File: src/rtl/ysyx_24100006_pipe_ctrl.sv
// Hazard/flush controller for the 5-stage pipeline: load-use stall, GPR forwarding, redirect and fence.i sequencing.
// Optional macro YSYX_24100006_PIPE_CTRL_PERF_EN adds stall/flush performance counters.
module ysyx_24100006_pipe_ctrl #(
    parameter int ADDR_W = 4,
    parameter int PC_W   = 32
) (
    input  logic              clk,
    input  logic              reset,
    input  logic              id_valid_i,
    input  logic [ADDR_W-1:0] id_rs1_i,
    input  logic [ADDR_W-1:0] id_rs2_i,
    input  logic              id_use_rs1_i,
    input  logic              id_use_rs2_i,
    input  logic              ex_valid_i,
    input  logic [ADDR_W-1:0] ex_rd_i,
    input  logic              ex_wen_i,
    input  logic              ex_is_load_i,
    input  logic              ex_redirect_i,
    input  logic [PC_W-1:0]   ex_target_i,
    input  logic              ex_fence_i_i,
    input  logic [PC_W-1:0]   ex_pc_i,
    input  logic              mem_valid_i,
    input  logic              mem_wen_i,
    input  logic [ADDR_W-1:0] mem_rd_i,
    input  logic              wb_valid_i,
    input  logic              wb_wen_i,
    input  logic [ADDR_W-1:0] wb_rd_i,
    input  logic              lsu_idle_i,
    input  logic              ifu_ready_i,
    input  logic              icache_flush_ack_i,
    output logic              stall_o,
    output logic              flush_o,
    output logic [1:0]        fwd_rs1_o,
    output logic [1:0]        fwd_rs2_o,
    output logic              redirect_valid_o,
    output logic [PC_W-1:0]   redirect_pc_o,
`ifdef YSYX_24100006_PIPE_CTRL_PERF_EN
    output logic              icache_flush_req_o,
    output logic [31:0]       perf_stall_cnt_o,
    output logic [31:0]       perf_flush_cnt_o
`else
    output logic              icache_flush_req_o
`endif
);

    typedef enum logic [1:0] {
        RUN    = 2'd0,
        REDIR  = 2'd1,
        FDRAIN = 2'd2,
        FFLUSH = 2'd3
    } state_t;

    state_t            state_reg, state_next;
    logic [PC_W-1:0]   target_reg, target_next;
    logic              req_reg, req_next;

    logic              stall_raw, flush_raw, redir_raw;
    logic [PC_W-1:0]   redir_pc_raw;

    logic [1:0][ADDR_W-1:0] id_rs;
    logic [1:0]             id_use;
    logic [1:0][1:0]        fwd_sel;
    logic [1:0]             rs_hazard;
    logic                   load_use;

    assign id_rs  = {id_rs2_i, id_rs1_i};
    assign id_use = {id_use_rs2_i, id_use_rs1_i};

    // Youngest producer wins; x0 is hard-wired so it never forwards.
    generate
        for (genvar gi = 0; gi < 2; gi++) begin : g_src
            assign fwd_sel[gi] =
                (id_rs[gi] == '0)                                     ? 2'd0 :
                (ex_valid_i  && ex_wen_i  && (ex_rd_i  == id_rs[gi])) ? 2'd1 :
                (mem_valid_i && mem_wen_i && (mem_rd_i == id_rs[gi])) ? 2'd2 :
                (wb_valid_i  && wb_wen_i  && (wb_rd_i  == id_rs[gi])) ? 2'd3 :
                                                                        2'd0;
            assign rs_hazard[gi] = id_use[gi] && (ex_rd_i == id_rs[gi]);
        end
    endgenerate

    assign load_use = id_valid_i && ex_valid_i && ex_is_load_i && ex_wen_i &&
                      (ex_rd_i != '0) && (|rs_hazard);

    always_ff @(posedge clk or posedge reset) begin
        if (reset) begin
            state_reg  <= RUN;
            target_reg <= '0;
            req_reg    <= 1'b0;
        end else begin
            state_reg  <= state_next;
            target_reg <= target_next;
            req_reg    <= req_next;
        end
    end

    always_comb begin
        state_next   = state_reg;
        target_next  = target_reg;
        req_next     = req_reg;
        stall_raw    = 1'b0;
        flush_raw    = 1'b0;
        redir_raw    = 1'b0;
        redir_pc_raw = '0;
        case (state_reg)
            RUN: begin
                if (ex_valid_i && ex_fence_i_i) begin
                    flush_raw   = 1'b1;
                    target_next = ex_pc_i + PC_W'(4);
                    state_next  = FDRAIN;
                end else if (ex_valid_i && ex_redirect_i) begin
                    flush_raw    = 1'b1;
                    redir_raw    = 1'b1;
                    redir_pc_raw = ex_target_i;
                    if (!ifu_ready_i) begin
                        target_next = ex_target_i;
                        state_next  = REDIR;
                    end
                end else begin
                    stall_raw = load_use;
                end
            end
            REDIR: begin
                flush_raw    = 1'b1;
                redir_raw    = 1'b1;
                redir_pc_raw = target_reg;
                if (ifu_ready_i) state_next = RUN;
            end
            FDRAIN: begin
                stall_raw = 1'b1;
                flush_raw = 1'b1;
                // Older instructions must retire before the icache may be invalidated.
                if (!mem_valid_i && !wb_valid_i && lsu_idle_i) begin
                    req_next   = 1'b1;
                    state_next = FFLUSH;
                end
            end
            FFLUSH: begin
                stall_raw = 1'b1;
                flush_raw = 1'b1;
                if (icache_flush_ack_i) begin
                    req_next   = 1'b0;
                    state_next = REDIR;
                end
            end
            default: state_next = RUN;
        endcase
    end

    assign stall_o            = !reset && stall_raw;
    assign flush_o            = !reset && flush_raw;
    assign redirect_valid_o   = !reset && redir_raw;
    assign redirect_pc_o      = reset ? '0 : redir_pc_raw;
    assign fwd_rs1_o          = reset ? 2'd0 : fwd_sel[0];
    assign fwd_rs2_o          = reset ? 2'd0 : fwd_sel[1];
    assign icache_flush_req_o = !reset && req_reg;

`ifdef YSYX_24100006_PIPE_CTRL_PERF_EN
    logic [31:0] perf_stall_reg, perf_flush_reg;

    always_ff @(posedge clk or posedge reset) begin
        if (reset) begin
            perf_stall_reg <= '0;
            perf_flush_reg <= '0;
        end else begin
            if (stall_o) perf_stall_reg <= perf_stall_reg + 32'd1;
            if (flush_o && (state_reg == RUN)) perf_flush_reg <= perf_flush_reg + 32'd1;
        end
    end

    assign perf_stall_cnt_o = perf_stall_reg;
    assign perf_flush_cnt_o = perf_flush_reg;
`endif

endmodule

File: config.mk
export PLATFORM = sky130hd
export DESIGN_NAME = ysyx_24100006_pipe_ctrl
export DESIGN_NICKNAME = d
export VERILOG_FILES = /design/src/rtl/ysyx_24100006_pipe_ctrl.sv
export SDC_FILE = /design/constraint.sdc
export NUM_CORES = 1
export LEC_CHECK = 0
export ABC_AREA = 1
export BUFFER_PORTS_ARGS = -buffer_cell sky130_fd_sc_hd__buf_4
export CAP_MARGIN = 20
export CELL_PAD_IN_SITES_DETAIL_PLACEMENT = 1
export CELL_PAD_IN_SITES_GLOBAL_PLACEMENT = 2
export CORE_UTILIZATION = 26
export DETAILED_ROUTE_END_ITERATION = 7
export PLACE_DENSITY = 0.88
export SYNTH_ARGS = -nofsm -noshare
export SYNTH_HDL_FRONTEND = slang
export SYNTH_SLANG_ARGS = --single-unit
File: constraint.sdc
create_clock -name clk -period 4.7 [get_ports clk]
set_input_delay 0.47 -clock clk [delete_from_list [all_inputs] [get_ports clk]]
set_output_delay 0.47 -clock clk [all_outputs]
set_load 0.005 [all_outputs]
# After elaboration in Yosys (flattened, before gate mapping)
# Index checks and enable logic that the tools add are counted.
# classes
addsub,1
n_mul,0
n_div,0
n_lt_le_gt_ge,0
n_eq_ne,15
n_shift,0
muxes,35
bitwise,0
n_reduce_logical,39
# op_table
operator,n
$mux 32,6
$pmux 32 s2,1
$add 32x3->32 const B,1
$mux 2,16
$eq 4x4->1,6
$logic_and 1x1->1,24
$logic_not 4->1,2
$pmux 1 s2,4
$pmux 2 s4,1
$mux 1,7
$ne 2x2->1 const B,3
$ne 3x3->1 const B,2
$reduce_and 3->1,2
$reduce_and 5->1,1
$eq 2x2->1 const B,2
$reduce_bool 2->1,2
$reduce_bool 4->1,1
$reduce_or 2->1,2
$logic_not 1->1,3
$reduce_or 3->1,1
$eq 2x1->1 const B,1
$logic_not 2->1,1
$ne 2x1->1 const B,1
# word_totals
register_bits,35
latchBits,0
mem_bits_rw,0
romBits,0
inputBits,101
out_inout_bits,40
mem_count,0

# Depth between registers and ports, before layout
# Gate-level depths: netlist of run 1.
# logic_depth
ltp_word,9
mapped_depth,10
depth_no_buf,10

# Least setup slack after synthesis of run 1
# OpenSTA, ideal clock, no wires.
# synth_path
path_type,input to output
startpoint,input reset
endpoint,output fwd_rs1_o[0]
arrival_ns,1.896
slack_ns,2.334
path_stages,4
n_path_buf,1
cell_sequence,clkbuf_1 -> inv_1 -> o21ai_0 -> a21oi_1
# synth_via
elab_chain_cells,1
# synth_lines
element,line,rtl
"start, declared",8,"input logic reset,"
$mux 2,154,assign fwd_rs1_o = reset ? 2'd0 : fwd_sel[0];
"end, declared",33,"output logic [1:0] fwd_rs1_o,"
# No other way between the ends.

# Final worst setup path of run 1
# layout_path
startpoint,input ex_valid_i
endpoint,output redirect_pc_o[12]
# layout_via
elab_chain_cells,5
elab_cells_between_ends,6
classes_between,mux: 4; reduce/logical: 2
# layout_lines
element,line,rtl
"start, declared",14,"input logic ex_valid_i,"
$logic_and 1x1->1,111,end else if (ex_valid_i && ex_redirect_i) begin
$mux 32,111,
$mux 32 (*),107,if (ex_valid_i && ex_fence_i_i) begin
$pmux 32 s2 (*),105,case (state_reg)
$mux 32 (*),153,assign redirect_pc_o = reset ? '0 : redir_pc_raw;
"end, declared",36,"output logic [PC_W-1:0] redirect_pc_o,"
# Mark *: on every way between the ends. The rest lies on a longest branch, timed or not.

==> out/results.tsv, run 1 <==
metric	value	unit
ys.flop_type	dfrtp_1	
syn_inst	630	
diodes	0	
io_pins	141	
fin_crit_sh	57.6	%
p_per_area	338	mW/mm^2
initial_utilization	26.8	%
synthTopCellsByCount	nand2_1, nor2_1, inv_1, nand3_1, dfrtp_1	
h-tree-depth	2	
final_antenna_net_count	0	
worst_slack	1.99	ns
num_vias	4493	
wl_met2	7240	um
fp.dieH	119	um
worst_ep_required_time	4.23	ns
clock_latency	0.28	ns
syn2layout_area_growth	38.8	%
numPortBuffers	140	
maxSlewViolCount	0	
cts_setup_buffers	0	
worst_pin_slew	0.941	ns
p_leak	2.47	nW
clk_path_buf_depth	2	
dp_slack	2.01	ns
ys_ff_latch	35	
nets	861	
cts_tree	yes	
postSynthAreaPerCell	5.65	um^2
synth-edff-count	0	
drt-initial-drc-count	222	
grt_max_degree	56	
worst_clock_skew	0.00679	ns
cts_buffers	5	
cp-start-kind	input pin	
grt_overflow	0	
synth_top_area_share	24.6	%
drive_above_1_share	23.6	%
slew-limit-headroom	37.2	%
place_hpwl	11900	um
post_cts_resized	0	
endpoint_kind	output pin	
fin_util	37.2	%
routed.top_layer	met4	
drc	0	
synth_area_leaders	dfrtp_1, nand2_1, nor2_1, a22oi_1, nand3_1	
status	finished, final reports clean	
setup_viol	0	
num_rows	42	
clkTransAtPathRegs	0.06	ns
syn-num-nets	732	
largest_reg_flops	32	
synthArstFlopShare	100	%
root_buffer	clkbuf_16	
dr_wl_met3	457	um
synth_area	0.00356	mm^2
grt_pass1_vias	4604	
synth_warnings	0	
ir_worst_vdd	0.179	mV
ys_types	28	
gp_congestion	0.893	
critPathKind	input pin to output pin	
worst_hold_slack	0.288	ns
clock-sinks	35	
grt_usage	20.7	%
wl_met1	6690	um
post-route-min-period	2.71	ns
dr.pass1.iters	4	
cts_hold_buf	0	
totalWireLength	14600	um
hold_violations	0	
core-area	0.0133	mm^2
die_width	119	um
rsz0062_at_grt	no	
synth_top_cell_by_area	dfrtp_1	
min_path_type	input pin to async pin	
crit_fanout	33	
drv_cap	0	
antenna_found_initial	0	
max_clock_freq	369	MHz
fp.dieArea	0.0142	mm^2
yosysSeqAreaShare	24.6	%
vias_per_cell	4.80	
tns	0	ns
grt_first_pass_wirelength	23400	um
wl_per_cell	15.5	um
arrival	2.24	ns
synth_most_common_cell	nand2_1	
==> final cells by class <==
class	count	area [um^2]
timing repair buffer	143	1090
sequential	35	876
inverter	56	210
multi-input combinational	518	2370
fill	1802	8350
tap	176	220
clock inverter	2	38.8
clock buffer	6	139
==> metal layers <==
layer	up-vias	global-route usage [%]
li1	2271	-
met1	2133	26.9
met2	78	36.9
met3	11	2.35
met4	0	3.88
met5	-	0
==> power by group <==
part           switching [mW]  leakage, nW  total [mW]  internal, mW
clock                   0.127       0.0875       0.394         0.266
sequential             0.0958        0.436       0.539         0.443
combinational           0.413         1.95       0.736         0.323
total                   0.636         2.47        1.67          1.03
==> critical path, stage by stage <==
cell and delay [ns]:
buf_4 0.13, nand2_2 0.24, nand2_1 0.18, nor2_4 0.65, a22oi_1 0.27, nor2_1 0.16
buf_4 0.12
==> stage by stage <==
step	instance area (um^2)	cells	power [mW]
2_1_floorplan	3560	630	0.963
6_report	4940	936	1.67
5_1_grt	4940	936	1.80
3_5_place_dp	4740	927	1.27
4_1_cts	4920	935	1.68
3_3_place_gp	4740	927	1.24
==> cells in the final DEF, fill, tap and decap left out, types with 4 or more instances in the layout <==
| cell type | instances |
|---|---|
| nand2_1 | 210 |
| nand2_2 | 7 |
| nand4_1 | 5 |
| buf_4 | 142 |
| a22oi_1 | 32 |
| inv_2 | 5 |
| nand3_1 | 40 |
| nor2_1 | 139 |
| dfrtp_1 | 35 |
| o21ai_1 | 12 |
| clkbuf_16 | 5 |
| a21oi_1 | 6 |
| nor2_2 | 7 |
| nor2_4 | 4 |
| o21ai_0 | 32 |
| xnor2_1 | 6 |
| inv_1 | 51 |
==> path summary, 6_finish.rpt <==
kind / start / to / slack [ns] / cells past startpoint
worst min-delay path: reset / state_reg[0]$_DFFE_PP0P_ / 0.29 / 2
worst min register to register: target_reg[25]$_DFFE_PP0P_ / target_reg[25]$_DFFE_PP0P_ / 0.48 / 2
worst max-delay path: ex_valid_i / redirect_pc_o[12] / 1.99 / 7
max in group asynchronous: reset / target_reg[12]$_DFFE_PP0P_ / 3.72 / 3
worst max register to register: state_reg[1]$_DFFE_PP0P_ / state_reg[0]$_DFFE_PP0P_ / 2.76 / 7
min in group clk: ex_target_i[5] / target_reg[5]$_DFFE_PP0P_ / 0.47 / 3
==> cells by family (layout without fill, tap and decap cells) <==
logic type | count (synthesis) | in the layout | synth area share (%)
AO/OA/AOI/OAI | 91 | 91 | 16.1
flip-flops | 35 | 35 | 24.6
XOR/XNOR | 8 | 8 | 1.97
AND/OR/NAND/NOR | 418 | 418 | 48.1
adder cells (fa/ha/maj) | 1 | 1 | 0.351
buffers and inverters | 77 | 207 | 8.82
(Power assumes the default switching activity.)
==> run 2, diff against run 1 <==
ABC_AREA = 0   (was 1)
CORE_UTILIZATION = 25   (was 26)
PLACE_DENSITY = 0.8   (was 0.88)
clock period = 2.6 ns   (was 4.7 ns; I/O delays follow)
==> run 2 against run 1 <==
Compared with the run above:
- design area is 10% lower
- first-iteration DRC count is 20% lower
- combinational power is 78% higher
- die area is 10% lower
- clock-buffer cell count is 1 higher
- non-clock buffer count is 8 higher
- largest power group unchanged
==> out/results.tsv, run 2 <==
metric	value	unit	change
num_rows	40		-4.8%
crit_fanout	23		-30%
syn-num-nets	503		-31%
num_vias	3498		-22%
rsz0062_at_grt	no		
largest_reg_flops	32		unchanged
cts_tree	yes		
drive_above_1_share	32.0	%	+8.4 points
fp.dieH	113	um	-5.3%
cts_setup_buffers	0		unchanged
grt_pass1_vias	3758		-18%
vias_per_cell	5.15		+7.3%
worst_clock_skew	0.00774	ns	+0.000952 ns
cp-start-kind	flop		
synth-edff-count	0		unchanged
synthArstFlopShare	100	%	unchanged
worst_pin_slew	0.787	ns	-0.154 ns
clkTransAtPathRegs	0.06	ns	about the same
endpoint_kind	output pin		
min_path_type	input pin to async pin		
core-area	0.0120	mm^2	-10%
synthTopCellsByCount	nand2_1, nor2_1, dfrtp_1, a22oi_1, xor2_1		
fp.dieArea	0.0127	mm^2	-10%
clock-sinks	35		unchanged
die_width	113	um	-5.3%
syn_inst	401		-36%
dr.pass1.iters	6		+2
placed_cell_area	0.00429	mm^2	-9.6%
slew-limit-headroom	47.4	%	+10 points
ys_types	44		+57%
grt_overflow	0		unchanged
synth_area	0.00307	mm^2	-14%
grt_max_degree	41		-27%
max_clock_freq	445	MHz	
critPathKind	flop to output pin		
wl_per_cell	17.6	um	+13%
synth_warnings	0		unchanged
grt_first_pass_wirelength	19200	um	-18%
numPortBuffers	140		unchanged
totalWireLength	11900	um	-18%
drt-initial-drc-count	178		-20%
hold_violations	0		unchanged
final_antenna_net_count	0		unchanged
ys_ff_latch	35		unchanged
synth_top_area_share	28.6	%	+4.0 points
design_area	0.00445	mm^2	-10%
p_leak	1.96	nW	-21%
clk_path_buf_depth	2		unchanged
post-route-min-period	2.25	ns	
arrival	1.99	ns	-0.25 ns
syn2layout_area_growth	45.0	%	
setup_viol	0		unchanged
clock_latency	0.28	ns	about the same
layout.cells.non_filler	679		-27%
root_buffer	clkbuf_16		
post_cts_resized	0		unchanged
maxSlewViolCount	0		unchanged
antenna_found_initial	0		unchanged
dp.cells	671		-28%
initial_utilization	25.6	%	-1.1 points
mostFrequentLayoutCells	buf_4, nor2_1, nand2_1		
final_common_cell	buf_4		
grt_usage	18.9	%	-1.8 points
postSynthAreaPerCell	7.65	um^2	+35%
drc	0		unchanged
nets	633		-26%
p_per_area	667	mW/mm^2	+97%
worst_ep_required_time	2.34	ns	-1.89 ns
status	finished, final reports clean		
place_hpwl	9060	um	-24%
synth_top_cell_by_area	dfrtp_1		
yosysSeqAreaShare	28.6	%	+4.0 points
synth_area_leaders	dfrtp_1, xor2_1, a22oi_1, nand2_1, nor2_1		
cts_hold_buf	0		unchanged
io_pins	141		unchanged
fin_crit_sh	86.5	%	
diodes	0		unchanged
gp_congestion	0.805		-9.9%
tns	0	ns	unchanged
ir_worst_vdd	0.247	mV	+38%
h-tree-depth	2		unchanged
cts_buffers	5		unchanged
drv_cap	0		unchanged
ys.flop_type	dfrtp_1		
[run 2: changes by cell type after synthesis, moves of 10 or more]
cell	previous run	this run
o21ai_0	32	16
o221ai_1	0	13
nand2_1	210	63
nor2_1	139	63
xor2_1	2	29
xnor2_1	6	19
nand3_1	40	14
clkbuf_1	5	21
o21ai_1	12	0
inv_1	51	5
nand4_1	5	15
[run 2: routing by layer]
metal	share of wire (%)	track usage (%)	vias to the layer above
li1	-	-	1705
met1	47	25.2	1674
met2	47	32.3	115
met3	5.6	3.59	4
met4	0.33	2.67	0
met5	0	0	-
[run 2: kinds of logic after synthesis]
family	Yosys count	synth area share, %
and+or+nand+nor	185	29.1
AOI/OAI and AO/OA	93	22.0
xor gates and xnor gates	48	13.7
DFF	35	28.6
buffers and inverters	33	4.28
muxes	6	1.96
adders and majority gates	1	0.408
[run 2: path summary, 6_finish.rpt]
| path | start | endpoint | slack, ns | cells past startpoint |
|---|---|---|---|---|
| worst max register to register | state_reg[1]$_DFFE_PP0P_ | target_reg[17]$_DFFE_PP0P_ | 0.86 | 6 |
| worst min register to register | target_reg[31]$_DFFE_PP0P_ | target_reg[31]$_DFFE_PP0P_ | 0.49 | 2 |
| max in group asynchronous | reset | target_reg[19]$_DFFE_PP0P_ | 2.28 | 3 |
| worst min-delay path | reset | target_reg[8]$_DFFE_PP0P_ | 0.04 | 3 |
| worst max-delay path | state_reg[1]$_DFFE_PP0P_ | redirect_pc_o[3] | 0.35 | 6 |
| min in group clk | ex_target_i[4] | target_reg[4]$_DFFE_PP0P_ | 0.28 | 3 |
[run 2: layout make-up]
class,count,area [um^2]
inverters,5,18.8
clock buffers,7,153
fillers,1455,7510
repair buffers,151,1150
clock inverters,1,7.51
flip-flops and latches,35,876
well taps,147,184
multi-input cells,333,2060
[run 2: worst max-delay path, stage by stage (launching register included)]
cell     delay, ns
dfrtp_1       0.50
nor2_1        0.26
and4b_1       0.25
buf_4         0.31
a22oi_1       0.13
nor2_1        0.13
buf_4         0.13
[run 2: metrics by stage]
step | power, mW | setup slack, ns | util [%] | hold WS [ns]
2_1_floorplan | 1.74 | 0.773 | - | 0.440
3_3_place_gp | 2.28 | 0.670 | 35.8 | 0.341
3_5_place_dp | 2.33 | 0.659 | 35.8 | 0.349
4_1_cts | 3.00 | 0.350 | 37.2 | 0.0490
5_1_grt | 3.19 | 0.187 | 37.2 | 0.0609
6_report | 2.96 | 0.351 | 37.2 | 0.0420
[run 2: where the power goes]
group | switching (mW) | leakage [nW] | total (mW) | internal [mW]
combinational | 0.693 | 1.46 | 1.31 | 0.615
sequential | 0.196 | 0.428 | 1.01 | 0.814
clock | 0.238 | 0.0761 | 0.646 | 0.408
total | 1.13 | 1.96 | 2.96 | 1.84
==> run 3, diff against run 2 <==
REMOVE_ABC_BUFFERS = 1   (was not set)
==> run 3 against run 2 <==
Compared with the run above:
- routed wire length increased by 0.93%
- clock skew decreased by 0.0035 ns
- sequential power about the same
- largest power group unchanged
==> out/results.tsv, run 3 (synthesized netlist as in run 2, its figures left out) <==
metric	value	unit	change
clkTransAtPathRegs	0.06	ns	about the same
num_rows	40		unchanged
post_cts_resized	0		unchanged
fin_util	37.3	%	+0.15 points
nets	631		-0.32%
worst_ep_required_time	2.34	ns	about the same
rsz0062_at_grt	no		
largest_reg_flops	32		unchanged
antenna_found_initial	0		unchanged
clk_path_buf_depth	2		unchanged
drt-initial-drc-count	130		-27%
arrival	1.99	ns	about the same
io_pins	141		unchanged
critPathKind	flop to output pin		
worst_pin_slew	0.766	ns	-0.0206 ns
worst-r2r-cell-count	6		unchanged
fp.dieArea	0.0127	mm^2	unchanged
slew-limit-headroom	48.9	%	+1.5 points
final_common_cell	buf_4		
setup_viol	0		unchanged
r2r-start	state_reg[1]$_DFFE_PP0P_		
cts_tree	yes		
p_per_area	694	mW/mm^2	+4.1%
dp.cells	669		-0.30%
drv_cap	0		unchanged
fp.dieH	113	um	unchanged
drc	0		unchanged
layout.cells.non_filler	677		-0.29%
hold_violations	0		unchanged
place_hpwl	8940	um	-1.3%
max_clock_freq	444	MHz	-0.21%
drive_above_1_share	31.7	%	-0.26 points
crit_fanout	16		-30%
grt_pass1_vias	3708		-1.3%
cp-start-kind	flop		
mostFrequentLayoutCells	buf_4, nor2_1, nand2_1		
worst_clock_skew	0.00420	ns	-0.00354 ns
die_width	113	um	unchanged
ir_worst_vdd	0.315	mV	+27%
cts_setup_buffers	0		unchanged
initial_utilization	25.6	%	unchanged
numPortBuffers	140		unchanged
maxSlewViolCount	0		unchanged
dr.pass1.iters	4		-2
clock-sinks	35		unchanged
grt_overflow	0		unchanged
totalWireLength	12000	um	+0.93%
p_leak	1.97	nW	+0.31%
post-route-min-period	2.25	ns	+0.00474 ns
root_buffer	clkbuf_16		
status	finished, final reports clean		
worst_hold_slack	0.205	ns	+0.163 ns
core-area	0.0120	mm^2	unchanged
cts_buffers	5		unchanged
tns	0	ns	unchanged
cts_hold_buf	0		unchanged
wl_per_cell	17.8	um	+1.2%
final_antenna_net_count	0		unchanged
startpoint	state_reg[1]$_DFFE_PP0P_		
num_vias	3563		+1.9%
grt_max_degree	65		+59%
fin_crit_sh	86.7	%	+0.18 points
vias_per_cell	5.26		+2.2%
clock_latency	0.28	ns	about the same
grt_usage	19.1	%	+0.25 points
syn2layout_area_growth	45.6	%	
h-tree-depth	2		unchanged
min_path_type	input pin to async pin		
endpoint_kind	output pin		
grt_first_pass_wirelength	19300	um	+0.18%
diodes	0		unchanged
finalPower	3.10	mW	+4.5%
gp_congestion	0.913		+13%
run 3: changes by cell type in the layout (fill, tap and decap cells not counted):
cell	change
buf_4	-2
bufinv_16	+2
clkbuf_8	-2
run 3: critical path, stage by stage (launching register included):
cell and delay (ns):
dfrtp_1 0.50, nor2_1 0.28, and4b_1 0.27, buf_4 0.26, a22oi_1 0.10, nor2_1 0.16
buf_4 0.14
run 3: routing by layer:
| layer | part of all wire [%] | GRT usage (%) |
|---|---|---|
| met3 | 4.7 | 2.79 |
| met4 | 0.89 | 4.00 |
| met2 | 50 | 34.3 |
| met1 | 44 | 24.3 |
| met5 | 0 | 0 |
run 3: where the power goes:
part,switching [mW],internal (mW)
Clock,0.244,0.549
Sequential,0.182,0.814
Combinational,0.694,0.614
Total,1.12,1.98
run 3: worst paths after layout:
kind / slack, ns / endpoint
worst max-delay path: 0.35 / redirect_pc_o[16]
min in group clk: 0.27 / target_reg[2]$_DFFE_PP0P_
worst max register to register: 0.97 / target_reg[9]$_DFFE_PP0P_
worst min register to register: 0.48 / target_reg[7]$_DFFE_PP0P_
worst min-delay path: 0.21 / state_reg[1]$_DFFE_PP0P_
max in group asynchronous: 2.05 / target_reg[24]$_DFFE_PP0P_
run 3: layout make-up:
type	count	area (um^2)
multi-input combinational	333	2060
timing repair buffer	149	1130
clock buffer	5	125
sequential	35	876
fill	1462	7500
tap	147	184
inverter	5	18.8
clock inverter	3	67.6
run 3: metrics by stage:
stage	setup slack, ns	instance area [um^2]
2_1_floorplan	-0.597	2950
3_3_place_gp	0.647	4270
3_5_place_dp	0.622	4270
4_1_cts	0.304	4460
5_1_grt	0.183	4460
6_report	0.346	4460
